===== config.mk =====
export PLATFORM = sky130hd
export DESIGN_NAME = scanner_receiver
export DESIGN_NICKNAME = d
export VERILOG_FILES = /design/src/rtl/scanner_receiver.sv
export SDC_FILE = /design/constraint.sdc
export NUM_CORES = 1
export LEC_CHECK = 0
export ABC_AREA = 1
export CAP_MARGIN = 20
export CORE_MARGIN = 2
export CORE_UTILIZATION = 57
export CTS_CLUSTER_SIZE = 25
export DETAILED_ROUTE_END_ITERATION = 10
export PLACE_DENSITY = 0.92
export SLEW_MARGIN = 10
export SYNTH_ARGS = -nofsm -noshare
export SYNTH_HDL_FRONTEND = slang
export SYNTH_SLANG_ARGS = --single-unit

===== constraint.sdc =====
create_clock -name clk -period 4.52 [get_ports clk]
set_clock_uncertainty 0.2 [all_clocks]
set_input_delay 0.678 -clock clk [delete_from_list [all_inputs] [get_ports clk]]
set_output_delay 0.678 -clock clk [all_outputs]
set_load 0.02 [all_outputs]

===== src/rtl/scanner_receiver.sv =====
// scanner_receiver: deserializes the scanner's clkOut/dataOut stream and decodes commands/data bytes.
// Optional idle-timeout on partial bytes is enabled by defining SCANNER_RX_TIMEOUT_EN.
module scanner_receiver #(
  parameter int TIMEOUT_CYCLES = 64
) (
  input  logic       clk,
  input  logic       rst,
  input  logic       serialClkIn,
  input  logic       serialDataIn,
  output logic       cmdReady,
  output logic       cmdStart,
  output logic       cmdFull,
  output logic [7:0] rxData,
  output logic       rxValid,
  output logic       cmdError,
  output logic [7:0] byteCount,
  output logic       readyForTransferOut
);
  typedef enum logic {WAIT_CMD, WAIT_DATA} state_t;
  logic [1:0] rst_sync_q;
  logic       rst_n;
  logic [1:0] sck_q, sd_q;
  logic       sck_prev_q;
  logic [7:0] shift_q, shift_d;
  logic [2:0] bit_cnt_q, bit_cnt_d;
  logic       smp, byte_done, is_cmd, is_data, pend, timeout;
  state_t     state_q, state_d;
  // Assert asynchronously, release two clk edges later.
  always_ff @(posedge clk or negedge rst)
    if (!rst) rst_sync_q <= 2'b00;
    else rst_sync_q <= {rst_sync_q[0], 1'b1};
  assign rst_n = rst_sync_q[1];
  always_comb begin
    smp       = sck_q[1] & ~sck_prev_q;
    shift_d   = smp ? {shift_q[6:0], sd_q[1]} : shift_q;
    byte_done = smp && bit_cnt_q == 3'd7;
    bit_cnt_d = timeout ? 3'd0 : smp ? bit_cnt_q + 3'd1 : bit_cnt_q;
    is_cmd    = byte_done && state_q == WAIT_CMD;
    is_data   = byte_done && state_q == WAIT_DATA;
    pend      = is_data || (is_cmd && shift_d inside {8'd2, 8'd3, 8'd4});
    state_d   = timeout ? WAIT_CMD :
                (is_cmd && shift_d == 8'd7) ? WAIT_DATA :
                is_data ? WAIT_CMD : state_q;
  end
`ifdef SCANNER_RX_TIMEOUT_EN
  localparam int TW = $clog2(TIMEOUT_CYCLES + 1);
  logic [TW-1:0] idle_q;
  assign timeout = !smp && bit_cnt_q != 3'd0 && idle_q == TW'(TIMEOUT_CYCLES - 1);
  always_ff @(posedge clk or negedge rst_n)
    if (!rst_n) idle_q <= '0;
    else idle_q <= (smp || bit_cnt_q == 3'd0 || timeout) ? '0 : idle_q + 1'b1;
`else
  assign timeout = 1'b0;
`endif
  always_ff @(posedge clk or negedge rst_n)
    if (!rst_n) begin
      sck_q      <= '0;
      sd_q       <= '0;
      sck_prev_q <= 1'b0;
      shift_q    <= '0;
      bit_cnt_q  <= '0;
    end else begin
      sck_q      <= {sck_q[0], serialClkIn};
      sd_q       <= {sd_q[0], serialDataIn};
      sck_prev_q <= sck_q[1];
      shift_q    <= shift_d;
      bit_cnt_q  <= bit_cnt_d;
    end
  always_ff @(posedge clk or negedge rst_n)
    if (!rst_n) begin
      state_q             <= WAIT_CMD;
      cmdReady            <= 1'b0;
      cmdStart            <= 1'b0;
      cmdFull             <= 1'b0;
      rxValid             <= 1'b0;
      rxData              <= '0;
      byteCount           <= '0;
      cmdError            <= 1'b0;
      readyForTransferOut <= 1'b1;
    end else begin
      state_q             <= state_d;
      cmdReady            <= is_cmd && shift_d == 8'd2;
      cmdStart            <= is_cmd && shift_d == 8'd3;
      cmdFull             <= is_cmd && shift_d == 8'd4;
      rxValid             <= is_data;
      cmdError            <= cmdError | (is_cmd && !(shift_d inside {8'd2, 8'd3, 8'd4, 8'd7}));
      readyForTransferOut <= state_d == WAIT_CMD && !pend;
      if (is_data) begin
        rxData    <= shift_d;
        byteCount <= byteCount + {7'd0, byteCount != 8'hFF};
      end
    end
endmodule


Yosys cells after proc, flatten, opt, wreduce, memory -nomap -nowiden
Cells that the tools add are included.
Cells by class
  $add $sub $neg: 2
  multiply operators: 0
  div/mod/pow operators: 0
  order comparisons: 0
  eq/ne operators: 6
  shift operators: 0
  multiplexer cells: 3
  bitwise logic cells: 5
  reductions and logical operators: 15
Operators by type and width (number)
  $eq A8 B2 Y1 const B: 2
  $eq A8 B3 Y1 const B: 2
  $logic_and A1 B1 Y1: 10
  $add A8 B1 Y8: 1
  $mux W8: 1
  $ne A8 B8 Y1 const B: 1
  $reduce_bool A4 Y1: 1
  $add A3 B1 Y3 const B: 1
  $eq A3 B3 Y1 const B: 1
  $not A1 Y1: 3
  $reduce_bool A3 Y1: 1
  $logic_not A1 Y1: 2
  $mux W1: 2
  $and A1 B1 Y1: 1
  $logic_or A1 B1 Y1: 1
  $or A1 B1 Y1: 1
Word-level totals
  register bits after elaboration: 41
  latch bits: 0
  bits in writable memories: 0
  ROM bits: 0
  bits of input ports: 4
  output and inout port bits: 22
  word-level logic and storage cells: 46
  memories: 0

Longest topological paths before layout
  depth in word-level cells: 9
  mapped depth: 12
  mapped depth without buffers: 12

Least setup slack after synthesis
Ideal clock, no wire load.
  path type: register to register
  from: register byteCount[5]
  to: register byteCount[1]
  library setup time: 0.125 ns
  arrival time: 1.557 ns
  required time: 4.195 ns
  slack: 2.638 ns
  stages on the path, launching flop included: 7
  path buffers: 0
  period minus slack after synthesis: 1.882 ns
  cells stage by stage: dfrtp_1 -> nand2_1 -> nor3_1 -> nand3_1 -> ha_1 -> ha_1 -> mux2_2
On the way
  longest elaborated chain between the ends: 2
Ends and longest elaborated chain
  from (decl): line 16  | output logic [7:0] byteCount,
  from (signal assigned): line 90  | byteCount <= byteCount + {7'd0, byteCount != 8'hFF};
  $ne A8 B8 Y1: line 90
  $add A8 B1 Y8: line 90
Every way passes these cells.
A chain may end at the register's enable or synchronous reset.

Worst setup path in the final report
  from: register readyForTransferOut
  to: output readyForTransferOut
RTL lines
  from (decl): line 17  | output logic readyForTransferOut
  from (signal assigned): line 87  | readyForTransferOut <= state_d == WAIT_CMD && !pend;
No word-level cell between the ends.

==> impl_metrics.py <==
metrics = {
    "global_routing": {
        "grt_pass1_vias": 1202,
        "antenna_found_initial": 0,
        "grt_max_degree": 25,
        "grt.total_usage_pct": 20.1,
        "grt_overflow": 0,
        "grt_pass1_wl_microns": 5210,
    },
    "worst_setup_path": {
        "crit_family": "buffers and inverters",
        "timing.rr.start": "sck_q[1]",
        "r2r_setup_slack_ns": 2.56,
        "slowest_stage": "clkdlybuf4s50_1",
        "critPathKind": "register to output port",
        "path_cells": "clkdlybuf4s50_1",
        "cp_max_fo": 1,
        "end_kind": "output port",
        "r2r_end": "byteCount[7]",
        "max_stage_delay_ns": 0.59,
        "start_kind": "register",
        "critical_path_buf_inv_count": 1,
        "cp.required_ns": 3.64,
        "reg2regPathDepth": 8,
        "critPathArrivalTime_ns": 1.46,
    },
    "die": {
        "rows": 20,
        "die_w_microns": 59.8,
        "core_sq_mm": 0.00300,
        "die-area_sq_mm": 0.00357,
        "ios": 26,
        "start_util_pct": 59.0,
        "die_h_microns": 59.8,
    },
    "flow_run": {
        "maxCapViolCount": 0,
    },
    "logic_synthesis": {
        "yosys-mux-area-fraction_pct": 1.27,
        "ys_ff_latch": 41,
        "synth_xor_area_share_pct": 3.46,
        "syn_avg_cell_area_sq_um": 10.1,
        "synth_top_area_share_pct": 56.5,
        "synthAdderAreaFrac_pct": 2.82,
        "synth-simple-area-share_pct": 24.6,
        "synthTopCellsByArea": "dfrtp_1 (56%), nand2_1 (11%), inv_1 (3.4%)",
        "synth_fp_nets": 183,
        "yosys_warnings": 0,
        "synth_top_family_by_area": "simple AND/OR/NAND/NOR gates",
        "yosys.area.top_type": "dfrtp_1",
        "synth_seq_area_share_pct": 58.0,
        "synth_compound_area_share_pct": 3.67,
        "syn_area_sq_mm": 0.00177,
        "netlist_instances": 175,
        "synthDistinctLibCells": 28,
    },
    "timing": {
        "period_needed_ns": 2.33,
        "tns_ns": 0,
        "finalSetupViolations": 0,
        "rsz0062_at_grt": "false",
        "worst_slack_ns": 2.19,
        "tightest_slew_ns": 0.612,
        "hold_viol_final": 0,
        "period_share_pct": 51.6,
        "slew_headroom_pct": 59.2,
        "drv_slew": 0,
        "fmax_mhz": 428,
    },
    "routing": {
        "detail-route-antenna-nets": 0,
        "drc": 0,
        "vias_per_cell": 5.09,
        "avgRoutedWirePerCell_microns": 12.0,
        "drtIter0Drc": 54,
        "vias": 1211,
        "drt_first_pass_iters": 4,
        "finalWirelength_microns": 2870,
    },
    "power_and_ir_drop": {
        "power_leakage_nw": 1.08,
        "total_power_mw": 0.767,
        "p_per_area_mw_per_mm2": 362,
        "vdd_drop_max_uv": 330,
    },
    "placement": {
        "post-place-ws_ns": 2.55,
        "dp_cells": 230,
        "portBuffers": 25,
        "gp_congestion": 0.837,
        "hpwl_microns": 2140,
    },
    "clock_tree": {
        "cts_sinks": 41,
        "htreeDepth": 2,
        "insertion_delay_ns": 0.34,
        "ctsResizeCount": 0,
        "path_clk_slew_ns": 0.11,
        "cts_root_buffer": "clkbuf_4",
        "postCtsHoldBufs": 0,
        "postCtsSetupRepairBufs": 0,
        "clock_tree.buffer_depth": 2,
        "cts_buffers": 5,
        "cts_tree": "built",
    },
    "layout": {
        "final_cells": 238,
        "antenna_cells": 0,
        "nNetsFinal": 212,
        "drive_above_1_share_pct": 12.2,
        "syn_to_final_growth_pct": 19.7,
    },
    "min_path": {
        "hold_path_class": "register to async pin",
    },
    "outcome": {
        "status": "finished clean",
    },
}
[where the power goes]
part           switching, mW  leakage [nW]  internal (mW)
logic                 0.0631         0.506         0.0416
registers             0.0213         0.527          0.400
clock network          0.109        0.0455          0.132
[kinds of logic after synthesis]
family,Yosys count
other cells,1
compound gates,9
mux,2
simple gates,89
fa+ha+maj,4
xor+xnor,7
buf+inv,22
flops,41
[layout make-up]
type,count,area (sq um)
fillers,243,882
clock buffers,7,55.1
well taps,33,41.3
multi-input cells,112,639
repair buffers,26,258
flip-flops and latches,41,1030
inverters,18,70.1
clock inverters,1,30.0
[worst max-delay path by stage]
stage,from,to,cells past startpoint
floorplan,byteCount[5],byteCount[1],6
global placement,readyForTransferOut,readyForTransferOut,1
detailed placement,sck_q[1],byteCount[7],8
CTS,readyForTransferOut,readyForTransferOut,1
global route,readyForTransferOut,readyForTransferOut,1
finish,readyForTransferOut,readyForTransferOut,1
[metrics by stage]
| stage | hold WS [ns] | cell area, sq um | utilization, % |
|---|---|---|---|
| floorplan | 0.131 | 1770 | - |
| global placement | 0.0644 | 2040 | 67.8 |
| detailed placement | 0.0687 | 2040 | 67.8 |
| CTS | 0.0806 | 2120 | 70.6 |
| global route | 0.130 | 2120 | 70.6 |
| finish | 0.0583 | 2120 | 70.6 |
[registers in the layout, indices dropped and copies added, names as in the netlist]
register	count
state_q	1
rxData	8
sck_prev_q	1
shift_q	8
cmdError	1
rst_sync_q	2
byteCount	8
rxValid	1
sd_q	2
cmdFull	1
sck_q	2
cmdReady	1
readyForTransferOut	1
bit_cnt_q	3
cmdStart	1
[layer usage]
metal | GRT usage [%] | vias to the layer above | routed length, microns
li1 | - | 602 | -
met1 | 24.8 | 573 | 1210
met2 | 32.1 | 30 | 1480
met3 | 6.93 | 6 | 127
met4 | 8.57 | 0 | 52
met5 | 0 | - | 0
[Yosys cell counts, drive strengths merged]
cell    number
dfstp        1
nor2        16
nand4        1
nor3         1
buf          4
nand2       59
o21ai        1
mux2         2
o21a         8
ha           4
inv         18
dfrtp       40
nand3b       3
xor2         2
xnor2        5
conb         1
nand3        9
[cells in the final DEF (no fill, tap or decap), drive strengths merged]
cell type and count:
buf 1, bufinv 1, clkbuf 7, clkdlybuf4s50 25, conb 1, dfrtp 40, dfstp 1, ha 4
inv 18, mux2 2, nand2 59, nand3 9, nand3b 3, nand4 1, nor2 16, nor3 1
o21a 8, o21ai 1, xnor2 5, xor2 2
Note: power is estimated with default switching activity, not from simulation.
